===== src/rtl/dfi_range_cmp.sv =====
// Combinational DFG entry compare: exact address match and unsigned,
// inclusive data-range check against [i_data_init, i_data_end].
module dfi_range_cmp #(
  parameter int unsigned N_ADDR_WIDTH = 32
) (
  input  logic [N_ADDR_WIDTH-1:0] i_addr,
  input  logic [N_ADDR_WIDTH-1:0] i_data,
  input  logic [N_ADDR_WIDTH-1:0] i_addr_DFG,
  input  logic [N_ADDR_WIDTH-1:0] i_data_init,
  input  logic [N_ADDR_WIDTH-1:0] i_data_end,
  output logic                    o_addr_eq,
  output logic                    o_in_range,
  output logic                    o_match
);

  always_comb begin
    o_addr_eq  = (i_addr == i_addr_DFG);
    o_in_range = (i_data >= i_data_init) && (i_data <= i_data_end);
    o_match    = o_addr_eq && o_in_range;
  end

endmodule


===== config.mk =====
export PLATFORM = sky130hd
export DESIGN_NAME = dfi_range_cmp
export DESIGN_NICKNAME = d
export VERILOG_FILES = /design/src/rtl/dfi_range_cmp.sv
export SDC_FILE = /design/constraint.sdc
export NUM_CORES = 1
export LEC_CHECK = 0
export ABC_AREA = 1
export ABC_CLOCK_PERIOD_IN_PS = 1850
export CELL_PAD_IN_SITES_DETAIL_PLACEMENT = 1
export CELL_PAD_IN_SITES_GLOBAL_PLACEMENT = 2
export CORE_UTILIZATION = 16
export DETAILED_ROUTE_END_ITERATION = 10
export PLACE_DENSITY = 0.87
export SLEW_MARGIN = 25
export SYNTH_ARGS = -nofsm -noshare
export SYNTH_HDL_FRONTEND = slang
export SYNTH_SLANG_ARGS = --single-unit

===== constraint.sdc =====
create_clock -name vclk -period 1.85
set_input_delay 0.37 -clock vclk [all_inputs]
set_output_delay 0.37 -clock vclk [all_outputs]
set_load 0.01 [all_outputs]

==> results.json <==
{
  "status": "complete, but fails checks",
  "violations": "negative setup slack",
  "via_per_inst": 4.03,
  "netlist_area_um2": 2150,
  "syn_area_per_cell_um2": 6.17,
  "path_class": "in2out",
  "finalCritPeriodShare": 1.13,
  "first_pass_iters": 4,
  "gp_congestion": 0.824,
  "grt_usage": 0.132,
  "nClkBuffers": 0,
  "area_growth_pct": 124,
  "required_ps": 1480,
  "final-seq-area_um2": 0,
  "yosysSeqAreaShare": 0,
  "grt_overflow": 0,
  "core_um2": 12900,
  "critPathMaxFanout": 2,
  "power_mw": 1.09,
  "synth_cells": 348,
  "p_leak_nw": 2.27,
  "hpwl_mm": 7.76,
  "holdBufCountCts": 0,
  "finalWorstSetupSlack_ps": -242,
  "maxSlewHeadroom": 0.830,
  "antenna_left": 0,
  "power_density_nw_per_um2": 226,
  "fin_crit_ps": 2090,
  "ys_warn_count": 0,
  "grt_pass1_wl_mm": 15.2,
  "drtIter0Drc": 27,
  "grt_pass1_vias": 3298,
  "dpl_worst_slack_ps": -1120,
  "final_util": 0.373,
  "routedWlPerCell_um": 13.3,
  "synth.distinct_cells": 27,
  "seq_cells": 0,
  "cap_violations": 0,
  "cpPeakStageDelay_ps": 280,
  "start_util": 0.167,
  "drive_gt1_frac": 0.582,
  "cp-start-kind": "primary input",
  "slowest_stage": "ha_1",
  "drv_slew": 0,
  "die_h_um": 118,
  "hold_slack_ps": 1370,
  "rsz0062_at_grt": "true",
  "hold_viol_final": 0,
  "holdCritPathClass": "in2out",
  "clock.fmax_mhz": 478,
  "num_vias": 2820,
  "irDropWorstVdd_uv": 73.7,
  "die_w_um": 118,
  "dieArea_um2": 13900,
  "tns_ps": -444,
  "wl_mm": 9.32,
  "min_path_cells": 9,
  "grt_max_degree": 4,
  "cp-end-kind": "output port",
  "final_cell_mix": "57 x inv_2, 56 x ha_4, 43 x nand2_1, 43 x buf_2, 37 x dlygate4sd2_1",
  "path_cells": "dlygate4sd2_1 -> inv_1 -> ha_1 -> nand2_2 -> buf_4 -> nor4_4 -> nand2_1 -> nand2_1 -> nand2_2 -> nor2_2 -> buf_2",
  "finalSetupViolCount": 2,
  "syn-num-nets": 572,
  "antenna_found_initial": 2,
  "worst_pin_slew_ps": 253,
  "nNetsFinal": 752,
  "drc": 0,
  "rows": 41,
  "layout_commonest_cell": "inv_2",
  "port_buffers": 163,
  "io_pins": 163,
  "crit_arrival_ps": 1720
}
==> area by class of cell <==
type | instances | area [um2]
diodes | 2 | 5.00
fillers | 1571 | 8070
inverters | 86 | 330
multi-input cells | 262 | 2870
well taps | 172 | 215
repair buffers | 178 | 1390
==> power by group <==
group | internal, mW | switching [mW] | leakage [nW]
Combinational | 0.587 | 0.500 | 2.27
Sequential | 0 | 0 | 0
Clock | 0.000000144 | 0 | 0.0000127
==> path summary, 6_finish.rpt <==
path | slack (ps) | from | endpoint
max | -240 | i_data_init[20] | o_match
min | 1370 | i_addr_DFG[4] | o_addr_eq
==> worst max-delay path, delay by kind of cell <==
| kind | cells | cell delay, ps |
|---|---|---|
| fa+ha+maj | 1 | 280 |
| buf+inv | 4 | 500 |
| simple gates | 6 | 570 |
==> synthesized netlist by cell type <==
cell type   n  share of area
nor3_1      3         0.0070
nor3_2      1         0.0047
a21o_1      1         0.0035
o21a_1      3          0.010
inv_2       2         0.0035
o22ai_1     1         0.0029
nor2_2      1         0.0029
nand4_1     4          0.012
o211ai_1    2         0.0070
o21bai_1    1         0.0035
nand3_1     5          0.012
clkinv_1    1         0.0017
nand4_2     1         0.0058
o21ai_1     4         0.0093
nor2_1     31          0.054
nor4_2      1         0.0058
nor2_4      1         0.0052
ha_1       64           0.37
nand2_1    77           0.13
o21ai_0     1         0.0023
or2_0       1         0.0029
xor2_1     19          0.077
a21oi_1    28          0.065
nor3b_2     2          0.012
nand2_2     3         0.0087
xnor2_1     7          0.029
inv_1      83           0.15
==> metrics by stage <==
step	std cells	instance area [um2]
3_3_place_gp	692	4060
6_report	700	4810
4_1_cts	698	4740
5_1_grt	700	4810
3_5_place_dp	692	4060
2_1_floorplan	348	2150
==> repair_timing <==
item,in CTS,in global routing
pin swaps,167,119
gates resized for setup,535,134
endpoints found under the setup margin,3,3
buffers inserted,6,0
==> layer usage <==
| metal | routed length [um] | part of all wire | GRT usage | up-vias |
|---|---|---|---|---|
| met1 | 3460 | 0.37 | 0.136 | 1277 |
| met5 | 0 | 0 | 0 | - |
| met4 | 91 | 0.0098 | 0.00962 | 0 |
| li1 | - | - | - | 1447 |
| met2 | 5250 | 0.56 | 0.281 | 92 |
| met3 | 509 | 0.055 | 0.0179 | 4 |
==> cell families (layout without fill, tap and decap cells) <==
group	Yosys count	count (layout)	synth area share
xor+xnor	26	26	0.106
other cells	0	2	0
compound gates	41	41	0.104
buf+inv	86	264	0.150
fa+ha+maj	64	64	0.373
simple gates	131	131	0.267
Power figures use the tool's default switching activity.
